--- src/rtl/eth10base_t_rx.sv ---
// 10BASE-T Manchester receiver: oversampled mid-bit clock recovery, preamble/SFD strip, byte framing, RX LED.
// Optional RX_CRC_CHECK_EN adds rx_crc_ok, the CRC-32 residue verdict reported alongside rx_eof.
module eth10base_t_rx #(
    parameter int OVERSAMPLE   = 8,
    parameter int MIN_PRE_BITS = 16,
    parameter int LED_HOLD     = 8000000
) (
    input  logic       clk,
    input  logic       rst,
    input  logic       Rxd,
    output logic [7:0] rx_data,
    output logic       rx_valid,
    output logic       rx_sof,
    output logic       rx_eof,
    output logic       rx_dribble,
`ifdef RX_CRC_CHECK_EN
    output logic       rx_crc_ok,
`endif
    output logic       Led_Rx
);
    localparam int CW = $clog2(3 * OVERSAMPLE / 2 + 1);
    localparam int PW = $clog2(MIN_PRE_BITS + 1);
    localparam int HW = $clog2(LED_HOLD + 1);
    localparam logic [CW-1:0] C_BLANK  = CW'(3 * OVERSAMPLE / 4);
    localparam logic [CW-1:0] C_WIN_HI = CW'(5 * OVERSAMPLE / 4);
    localparam logic [CW-1:0] C_LOSS   = CW'(3 * OVERSAMPLE / 2);
    localparam logic [PW-1:0] C_MINPRE = PW'(MIN_PRE_BITS);

    typedef enum logic [1:0] {IDLE, PRE, DATA} state_t;

    state_t          r_state, w_state_nxt;
    logic            r_sync1, r_sync2, r_prev;
    logic [CW-1:0]   r_cnt;
    logic [7:0]      r_sr;
    logic            r_last;
    logic [PW-1:0]   r_pre_cnt;
    logic [2:0]      r_bit_cnt;
    logic            r_sof;
    logic            r_pend_vld, r_pend_sof, r_pend_eof, r_pend_drib;
    logic [HW-1:0]   r_hold;
    logic            w_edge, w_bit, w_in_win, w_accept, w_loss, w_alt;
    logic [7:0]      w_sr_nxt;
    logic            w_sfd_hit, w_byte_done, w_eof;

    assign w_edge   = r_sync2 ^ r_prev;
    assign w_bit    = r_sync2;
    assign w_in_win = (r_cnt >= C_BLANK) && (r_cnt <= C_WIN_HI);
    assign w_accept = w_edge && ((r_state == IDLE) || w_in_win);
    assign w_loss   = (r_state != IDLE) && (r_cnt == C_LOSS);
    assign w_alt    = (w_bit != r_last);
    assign w_sr_nxt = {w_bit, r_sr[7:1]};

    always_ff @(posedge clk or posedge rst) begin
        if (rst) begin
            r_state <= IDLE;
        end else begin
            r_state <= w_state_nxt;
        end
    end

    always_comb begin
        w_state_nxt = r_state;
        w_sfd_hit   = 1'b0;
        w_byte_done = 1'b0;
        w_eof       = 1'b0;
        case (r_state)
            IDLE: begin
                if (w_accept) w_state_nxt = PRE;
            end
            PRE: begin
                if (w_loss) begin
                    w_state_nxt = IDLE;
                end else if (w_accept && (r_pre_cnt >= C_MINPRE) && (w_sr_nxt == 8'hD5)) begin
                    w_state_nxt = DATA;
                    w_sfd_hit   = 1'b1;
                end
            end
            DATA: begin
                if (w_loss) begin
                    w_state_nxt = IDLE;
                    w_eof       = 1'b1;
                end else if (w_accept && (r_bit_cnt == 3'd7)) begin
                    w_byte_done = 1'b1;
                end
            end
            default: w_state_nxt = IDLE;
        endcase
    end

    // r_cnt is the distance in clocks from the last accepted mid-bit edge
    always_ff @(posedge clk or posedge rst) begin
        if (rst) begin
            r_sync1     <= 1'b0;
            r_sync2     <= 1'b0;
            r_prev      <= 1'b0;
            r_cnt       <= '0;
            r_sr        <= '0;
            r_last      <= 1'b0;
            r_pre_cnt   <= '0;
            r_bit_cnt   <= '0;
            r_sof       <= 1'b0;
            r_pend_vld  <= 1'b0;
            r_pend_sof  <= 1'b0;
            r_pend_eof  <= 1'b0;
            r_pend_drib <= 1'b0;
        end else begin
            r_sync1    <= Rxd;
            r_sync2    <= r_sync1;
            r_prev     <= r_sync2;
            r_pend_vld <= w_byte_done;
            r_pend_eof <= w_eof;
            if (w_eof) r_pend_drib <= (r_bit_cnt != 3'd0);
            if (w_accept) begin
                r_cnt  <= CW'(1);
                r_last <= w_bit;
                r_sr   <= w_sr_nxt;
                case (r_state)
                    IDLE:    r_pre_cnt <= PW'(1);
                    PRE:     if (!w_alt) r_pre_cnt <= PW'(1);
                             else if (r_pre_cnt != C_MINPRE) r_pre_cnt <= r_pre_cnt + 1'b1;
                    default: r_bit_cnt <= r_bit_cnt + 1'b1;
                endcase
            end else if (r_cnt != C_LOSS) begin
                r_cnt <= r_cnt + 1'b1;
            end
            if (w_sfd_hit) begin
                r_bit_cnt <= '0;
                r_sof     <= 1'b1;
            end
            if (w_byte_done) begin
                r_pend_sof <= r_sof;
                r_sof      <= 1'b0;
            end
            if ((r_state != IDLE) && (w_state_nxt == IDLE)) begin
                r_sr      <= '0;
                r_bit_cnt <= '0;
                r_pre_cnt <= '0;
                r_sof     <= 1'b0;
            end
        end
    end

    always_ff @(posedge clk or posedge rst) begin
        if (rst) begin
            rx_data    <= '0;
            rx_valid   <= 1'b0;
            rx_sof     <= 1'b0;
            rx_eof     <= 1'b0;
            rx_dribble <= 1'b0;
            r_hold     <= '0;
            Led_Rx     <= 1'b0;
        end else begin
            rx_valid   <= r_pend_vld;
            rx_data    <= r_pend_vld ? r_sr : 8'h00;
            rx_sof     <= r_pend_vld & r_pend_sof;
            rx_eof     <= r_pend_eof;
            rx_dribble <= r_pend_eof & r_pend_drib;
            if (r_pend_vld || r_pend_eof) r_hold <= HW'(LED_HOLD);
            else if (r_hold != '0) r_hold <= r_hold - 1'b1;
            // w_eof keeps the LED lit across the gap before the eof reload lands
            if ((w_state_nxt != IDLE) || w_eof || r_pend_eof) Led_Rx <= 1'b1;
            else if (r_hold == '0) Led_Rx <= 1'b0;
        end
    end

`ifdef RX_CRC_CHECK_EN
    logic [31:0] r_crc, w_crc_rev;
    logic        r_pend_crc;

    assign w_crc_rev = {<<{r_crc}};

    always_ff @(posedge clk or posedge rst) begin
        if (rst) begin
            r_crc      <= '1;
            r_pend_crc <= 1'b0;
            rx_crc_ok  <= 1'b0;
        end else begin
            if (w_sfd_hit) r_crc <= '1;
            else if ((r_state == DATA) && w_accept)
                r_crc <= {1'b0, r_crc[31:1]} ^ ((r_crc[0] ^ w_bit) ? 32'hEDB88320 : 32'h0);
            r_pend_crc <= w_eof && (r_bit_cnt == 3'd0) && (w_crc_rev == 32'hC704DD7B);
            rx_crc_ok  <= r_pend_crc;
        end
    end
`endif
endmodule

--- config.mk ---
export PLATFORM = sky130hd
export DESIGN_NAME = eth10base_t_rx
export DESIGN_NICKNAME = d
export VERILOG_FILES = /design/src/rtl/eth10base_t_rx.sv
export SDC_FILE = /design/constraint.sdc
export NUM_CORES = 1
export LEC_CHECK = 0
export CAP_MARGIN = 25
export CELL_PAD_IN_SITES_DETAIL_PLACEMENT = 1
export CELL_PAD_IN_SITES_GLOBAL_PLACEMENT = 1
export CORE_MARGIN = 4
export CORE_UTILIZATION = 42
export DETAILED_ROUTE_END_ITERATION = 8
export PLACE_DENSITY_LB_ADDON = 0.1
export SYNTH_ARGS = -nofsm -noshare
export SYNTH_HDL_FRONTEND = slang
export SYNTH_SLANG_ARGS = --single-unit
--- constraint.sdc ---
create_clock -name clk -period 2 [get_ports clk]
set_input_delay 0.4 -clock clk [delete_from_list [all_inputs] [get_ports clk]]
set_output_delay 0.4 -clock clk [all_outputs]
set_load 0.1 [all_outputs]
==> results of run 1 <==
worst max-delay path: stages (launching register included):
cell and delay (ns):
sky130_fd_sc_hd__dfrtp_1 0.39, sky130_fd_sc_hd__inv_2 0.06, sky130_fd_sc_hd__ha_1 0.14, sky130_fd_sc_hd__or2_4 0.11, sky130_fd_sc_hd__a221oi_2 0.06, sky130_fd_sc_hd__or2_4 0.26
sky130_fd_sc_hd__or4_4 0.54, sky130_fd_sc_hd__mux2_4 0.32
per-stage QoR:
step / utilization / worst slack [ns] / instances / setup TNS (ns)
after CTS: 0.551 / 0.00137 / 483 / 0
after detailed placement: 0.509 / -0.00289 / 465 / -0.00289
after global routing: 0.570 / -0.0619 / 491 / -0.132
after floorplan: - / 0.00146 / 325 / 0
after global placement: 0.509 / 0.0429 / 465 / 0
final: 0.570 / 0.0119 / 491 / 0
metal layers:
metal	share of wire	vias up
met5	0	-
met4	0.0093	0
met1	0.43	1346
met2	0.55	21
met3	0.018	4
li1	-	1262
cell families after synthesis:
group                    Yosys count
AND/OR/NAND/NOR                  144
flip-flops                        67
AO/OA/AOI/OAI                     64
buffers and inverters             26
XOR/XNOR                          14
adder cells (fa/ha/maj)            9
multiplexers                       1
Yosys cell counts (all sizes together) (3+ instances only):
cell type and number:
nor2b 4, nor2 31, nor4 5, buf 5, a31oi 7, o21ai 11
nand3b 3, dfrtp 67, nand3 10, or2 4, nor4b 3, and4 5
clkbuf 8, a31o 3, nor3 7, ha 9, a211oi 3, and2 11
xnor2 13, nand2 41, nand2b 6, inv 13, a21oi 24
layout by cell type, fill, tap and decap left out, types with 2 or more instances in the layout:
cell                              instances
sky130_fd_sc_hd__dfrtp_1                 67
sky130_fd_sc_hd__buf_4                   56
sky130_fd_sc_hd__nand2_1                 40
sky130_fd_sc_hd__nor2_1                  30
sky130_fd_sc_hd__a21oi_1                 22
sky130_fd_sc_hd__xnor2_1                 13
sky130_fd_sc_hd__inv_1                   11
sky130_fd_sc_hd__and2_1                  10
sky130_fd_sc_hd__nand3_1                  9
sky130_fd_sc_hd__clkbuf_8                 9
sky130_fd_sc_hd__ha_1                     8
sky130_fd_sc_hd__a31oi_1                  7
sky130_fd_sc_hd__o21ai_0                  7
sky130_fd_sc_hd__nor3_1                   7
sky130_fd_sc_hd__nand2b_1                 6
sky130_fd_sc_hd__bufinv_16                5
sky130_fd_sc_hd__nor2b_1                  4
sky130_fd_sc_hd__and4_1                   4
sky130_fd_sc_hd__o21ai_1                  4
sky130_fd_sc_hd__buf_12                   4
sky130_fd_sc_hd__a211oi_1                 3
sky130_fd_sc_hd__a31o_2                   3
sky130_fd_sc_hd__nand3b_1                 3
sky130_fd_sc_hd__or2_4                    2
sky130_fd_sc_hd__a21oi_2                  2
sky130_fd_sc_hd__o311ai_1                 2
sky130_fd_sc_hd__nor4b_1                  2
sky130_fd_sc_hd__or3_1                    2
sky130_fd_sc_hd__or2_2                    2
sky130_fd_sc_hd__or4_4                    2
sky130_fd_sc_hd__nor4_4                   2
sky130_fd_sc_hd__o41ai_2                  2
sky130_fd_sc_hd__and3_1                   2
sky130_fd_sc_hd__nand4_1                  2
sky130_fd_sc_hd__nor4_1                   2
sky130_fd_sc_hd__o211a_1                  2
sky130_fd_sc_hd__nor3b_1                  2
sky130_fd_sc_hd__a41o_1                   2
sky130_fd_sc_hd__clkdlybuf4s50_1          2
registers in the layout, summed over array words and instances, names as in the netlist, 2 cells and up:
signal     flops
r_sr           8
r_state        2
r_hold        23
rx_data        8
r_cnt          4
r_pre_cnt      5
r_bit_cnt      3
cell type report:
class	count	area share
sequential	67	0.399
clock inverter	7	0.0390
clock buffer	9	0.0295
tap	99	0.0295
multi-input combinational	232	0.358
timing repair buffer	64	0.133
inverter	13	0.0125
final timing paths:
path,end,cells after the start
max in group asynchronous,r_cnt[2],3
min in group asynchronous,r_hold[22],3
worst min register to register,r_sync2,0
worst min-delay path,r_sync2,0
worst max register to register,r_pend_sof,7
worst max-delay path,r_pend_sof,7
timing repair:
action | 4_1_cts | 5_1_grt
gates cloned | 0 | 1
endpoints found under the setup margin | 1 | 28
resized for setup | 3 | 18
pin swaps | 2 | 5
setup buffers | 2 | 7
==> load_flow_metrics.sql, run 1 <==
INSERT INTO impl_metrics (metric_group, metric, value, unit) VALUES
('run_status', 'run_status', 'completed', ''),
('final_layout', 'layout.filler_cells', '819', ''),
('grt', 'groute.layer.met3.usage', '0.0403', ''),
('sta', 'tightest_slew', '0.466', 'ns'),
('logic_synthesis', 'synth.avg_cell_area', '9.93', 'sq um'),
('job', 'maxCapViolations', '0', ''),
('worst_hold_path', 'hp-start', 'r_sync1', ''),
('grt', 'grt_overflow', '0', ''),
('final_layout', 'area.sequential', '1680', 'sq um'),
('cts', 'postCtsHoldBufs', '0', ''),
('cts', 'cts-htree-levels', '3', ''),
('placed_design', 'post_dp_cell_area', '3750', 'sq um'),
('final_layout', 'layout_cells_sized_above_1', '0.276', ''),
('logic_synthesis', 'synth-edff-count', '0', ''),
('floorplanning', 'initial_core_util', '0.438', ''),
('setup_path', 'ff2ff_setup_slack', '0.01', 'ns'),
('logic_synthesis', 'synthesis.area', '3230', 'sq um'),
('sta', 'worst_clock_skew', '0.0113', 'ns'),
('sta', 'hold_slack', '0.365', 'ns'),
('sta', 'final-max-slew-violation-count', '0', ''),
('setup_path', 'setup.worst_path.start', 'r_cnt[0]', ''),
('final_layout', 'area_of_the_multi_input_gates', '1500', 'sq um'),
('logic_synthesis', 'compound_gate_portion_of_the_synthesized_area', '0.129', ''),
('grt', 'met2_usage', '0.345', ''),
('setup_path', 'worst-endpoint-required', '2.22', 'ns'),
('logic_synthesis', 'synthCells', '325', ''),
('floorplanning', 'die_y', '95.7', 'microns'),
('routing', 'via_count', '2633', ''),
('logic_synthesis', 'synthesized_netlist_net_count', '337', ''),
('sta', 'final-hold-violation-count', '0', ''),
('cts', 'clkSinkCount', '67', ''),
('worst_hold_path', 'tightest_hold_check_type', 'reg2reg', ''),
('routing', 'detailedRoute.firstPassIterationCount', '4', ''),
('grt', 'first_global_vias', '2772', ''),
('setup_path', 'worstSetupPathType', 'reg2reg', ''),
('setup_path', 'critPathArrivalTime', '2.21', 'ns'),
('logic_synthesis', 'synth_xor_xnor_area_share', '0.0380', ''),
('grt', 'wire_length_of_the_first_global_routing_pass', '13600', 'microns'),
('floorplanning', 'die_w', '95.7', 'microns'),
('routing', 'route.detailed.wl_per_inst', '16.8', 'microns'),
('final_layout', 'finish.net_count', '399', ''),
('setup_path', 'worst-path-max-fanout', '3', ''),
('placed_design', 'post-dp-hpwl', '5620', 'microns'),
('routing', 'ant_nets', '0', ''),
('logic_synthesis', 'synth_top_family_by_area', 'simple AND/OR/NAND/NOR gates', ''),
('logic_synthesis', 'yosysSeqAreaShare', '0.520', ''),
('grt', 'global_route.usage.total', '0.193', ''),
('logic_synthesis', 'ys.warnings.count', '0', ''),
('cts', 'maximum_clock_path_buffer_count', '2', ''),
('placed_design', 'gp_congestion', '0.818', ''),
('routing', 'via_per_inst', '5.36', ''),
('floorplanning', 'dieArea', '9150', 'sq um'),
('logic_synthesis', 'cell_type_with_the_largest_total_area_after_synthesis', 'sky130_fd_sc_hd__dfrtp_1', ''),
('floorplanning', 'fp-row-count', '31', ''),
('cts', 'clockRootBuffer', 'sky130_fd_sc_hd__clkbuf_8', ''),
('sta', 'maxClockFrequency', '503', 'MHz'),
('logic_synthesis', 'synthFlopType', 'sky130_fd_sc_hd__dfrtp_1', ''),
('grt', 'grt_max_degree', '68', ''),
('setup_path', 'setup.worst_path.start_class', 'register', ''),
('grt', 'number_of_antenna_violations_at_the_first_check_in_global_routing', '0', ''),
('floorplanning', 'design.portCount', '16', ''),
('sta', 'timing.max_slew.rel_slack', '0.688', ''),
('final_layout', 'diodes', '0', ''),
('cts', 'path_clk_slew', '0.08', 'ns'),
('logic_synthesis', 'synthMuxAreaShare', '0.00349', ''),
('sta', 'rsz0062_at_grt', 'yes', ''),
('setup_path', 'critical_path.endpoint_type', 'register', ''),
('setup_path', 'critical_path.reg2reg.startpoint', 'r_cnt[0]', ''),
('placed_design', 'io_buffer_count', '15', ''),
('floorplanning', 'coreArea', '7370', 'sq um'),
('routing', 'remaining_drc_errors', '0', '');
Power of run 1 is left out: the tool's default activity adds up to more than one toggle a clock period on the data nets, which glitch-free logic cannot reach.
==> inputs of run 2 (changes only) <==
Settings changed: CORE_UTILIZATION 42 to 36, HOLD_SLACK_MARGIN set to 0.08.
==> run 2 against run 1 <==
First-iteration DRC count fell by 56%. Critical path depth did not move. Maximum frequency rose by 0.99%. Clock-buffer cell count did not move. Utilization fell by 10 points. Final area fell by 2.4%. Final cell count rose by 2.2%. Non-clock buffer count rose by 2. Flip-flop and latch count did not move. Hold slack got worse by 0.0048 ns. Wire length fell by 3.9%. Largest cell class unchanged. Highest routed layer unchanged.
==> load_flow_metrics.sql, run 2 (synthesis gave the netlist of run 1 again) <==
INSERT INTO impl_metrics (metric_group, metric, value, unit) VALUES
('sta', 'timing.max_slew.rel_slack', '0.745', ''),
('setup_path', 'worst-endpoint-required', '2.23', 'ns'),
('routing', 'route.detailed.wl_per_inst', '15.8', 'microns'),
('setup_path', 'worst-path-max-fanout', '2', ''),
('sta', 'final-hold-violation-count', '0', ''),
('cts', 'clockRootBuffer', 'sky130_fd_sc_hd__clkbuf_8', ''),
('sta', 'worst_clock_skew', '0.00887', 'ns'),
('sta', 'final-max-slew-violation-count', '0', ''),
('cts', 'worstSkewPairLatency', '0.34', 'ns'),
('sta', 'maxClockFrequency', '508', 'MHz'),
('placed_design', 'post-dp-hpwl', '5820', 'microns'),
('floorplanning', 'coreArea', '8720', 'sq um'),
('grt', 'global_route.usage.total', '0.166', ''),
('placed_design', 'gp_congestion', '0.845', ''),
('sta', 'final-setup-viol-count', '0', ''),
('sta', 'final_min_period_over_clock_period', '0.984', ''),
('final_layout', 'finish.net_count', '401', ''),
('grt', 'number_of_antenna_violations_at_the_first_check_in_global_routing', '0', ''),
('final_layout', 'final_common_cell', 'sky130_fd_sc_hd__dfrtp_1', ''),
('setup_path', 'setup.worst_path.start_class', 'register', ''),
('cts', 'path_clk_slew', '0.08', 'ns'),
('cts', 'maximum_clock_path_buffer_count', '2', ''),
('routing', 'via_per_inst', '5.09', ''),
('routing', 'remaining_drc_errors', '0', ''),
('placed_design', 'io_buffer_count', '15', ''),
('sta', 'final_period_minus_worst_setup_slack', '1.97', 'ns'),
('floorplanning', 'die_y', '103', 'microns'),
('grt', 'grt_max_degree', '29', ''),
('routing', 'detailedRoute.firstPassIterationCount', '4', ''),
('sta', 'fin_ws', '0.0315', 'ns'),
('grt', 'grt_overflow', '0', ''),
('setup_path', 'critPathArrivalTime', '2.20', 'ns'),
('job', 'maxCapViolations', '0', ''),
('cts', 'tritoncts', 'done', ''),
('final_layout', 'layout_cells_sized_above_1', '0.274', ''),
('sta', 'fin_tns_setup', '0', 'ns'),
('setup_path', 'ff2ff_setup_slack', '0.03', 'ns'),
('cts', 'cts-htree-levels', '3', ''),
('final_layout', 'diodes', '0', ''),
('final_layout', 'syn2layout_area_growth', '27.0', '%'),
('floorplanning', 'initial_core_util', '0.370', ''),
('final_layout', 'final_cell_mix', '67 x sky130_fd_sc_hd__dfrtp_1, 59 x sky130_fd_sc_hd__buf_4, 40 x sky130_fd_sc_hd__nand2_1', ''),
('final_layout', 'reg_top3', 'r_hold (23), r_sr (8), rx_data (8)', ''),
('sta', 'rsz0062_at_grt', 'yes', ''),
('setup_path', 'critical_path.endpoint_type', 'register', ''),
('grt', 'wire_length_of_the_first_global_routing_pass', '13700', 'microns'),
('run_status', 'run_status', 'completed', ''),
('floorplanning', 'design.portCount', '16', ''),
('setup_path', 'worstSetupPathType', 'reg2reg', ''),
('final_layout', 'register_ranked_first_by_flip_flop_count', 'r_hold', ''),
('worst_hold_path', 'tightest_hold_check_type', 'reg2reg', ''),
('routing', 'ant_nets', '0', ''),
('cts', 'cts_buffers', '9', ''),
('floorplanning', 'dieArea', '10500', 'sq um'),
('sta', 'tightest_slew', '0.381', 'ns'),
('cts', 'clkSinkCount', '67', ''),
('floorplanning', 'die_w', '103', 'microns'),
('routing', 'finalWirelength', '7950', 'microns'),
('floorplanning', 'fp-row-count', '34', ''),
('routing', 'drt_iter0_markers', '40', ''),
('final_layout', 'number_of_flip_flops_under_the_largest_register_name', '23', ''),
('routing', 'via_count', '2556', ''),
('cts', 'postCtsHoldBufs', '0', ''),
('placed_design', 'preCtsSetupSlack', '-0.121', 'ns'),
('grt', 'first_global_vias', '2740', '');
## run 2: timing repair
action                     4_1_cts  5_1_grt
setup buffers                    1        3
gates resized for setup          5       15
setup endpoints to repair       10       34
pin swaps                        1        2
## run 2: layer usage
metal | track usage | wire [microns] | vias to the layer above
li1 | - | - | 1267
met1 | 0.211 | 3690 | 1257
met2 | 0.278 | 3920 | 16
met3 | 0.0311 | 137 | 16
met4 | 0.0716 | 205 | 0
met5 | 0 | 0 | -
## run 2: final timing paths
path | start | to | depth (start not counted)
max in group asynchronous | rst | r_pre_cnt[2] | 3
hold reg to reg | r_sync1 | r_sync2 | 0
setup reg to reg | r_cnt[0] | r_pend_sof | 7
min in group asynchronous | rst | rx_eof | 2
setup / recovery | r_cnt[0] | r_pend_sof | 7
hold / removal | r_sync1 | r_sync2 | 0
## run 2: cell type report
cell class / instances / area [sq um]
Multi-Input combinational cell: 232 / 1510
Clock inverter: 7 / 50.0
Fill cell: 970 / 4620
Clock buffer: 9 / 124
Timing Repair Buffer: 66 / 554
Sequential cell: 67 / 1680
Tap cell: 108 / 135
Inverter: 13 / 52.6
## run 2: worst max-delay path: stages, from the launching register on
cell and delay [ns]:
sky130_fd_sc_hd__dfrtp_1 0.39, sky130_fd_sc_hd__inv_2 0.06, sky130_fd_sc_hd__ha_1 0.14, sky130_fd_sc_hd__or2_4 0.12, sky130_fd_sc_hd__a221oi_4 0.05, sky130_fd_sc_hd__or2_4 0.26, sky130_fd_sc_hd__or4_4 0.53, sky130_fd_sc_hd__mux2_4 0.31
## run 2: stage by stage
stage          cell area, sq um  hold slack [ns]  utilization  cells
2_1_floorplan              3230            0.331            -    325
3_3_place_gp               3830            0.335        0.439    483
3_5_place_dp               3830            0.344        0.439    483
4_1_cts                    4020            0.363        0.461    499
5_1_grt                    4100            0.370        0.470    502
6_report                   4100            0.360        0.470    502
Power of run 2 is left out for the same reason.
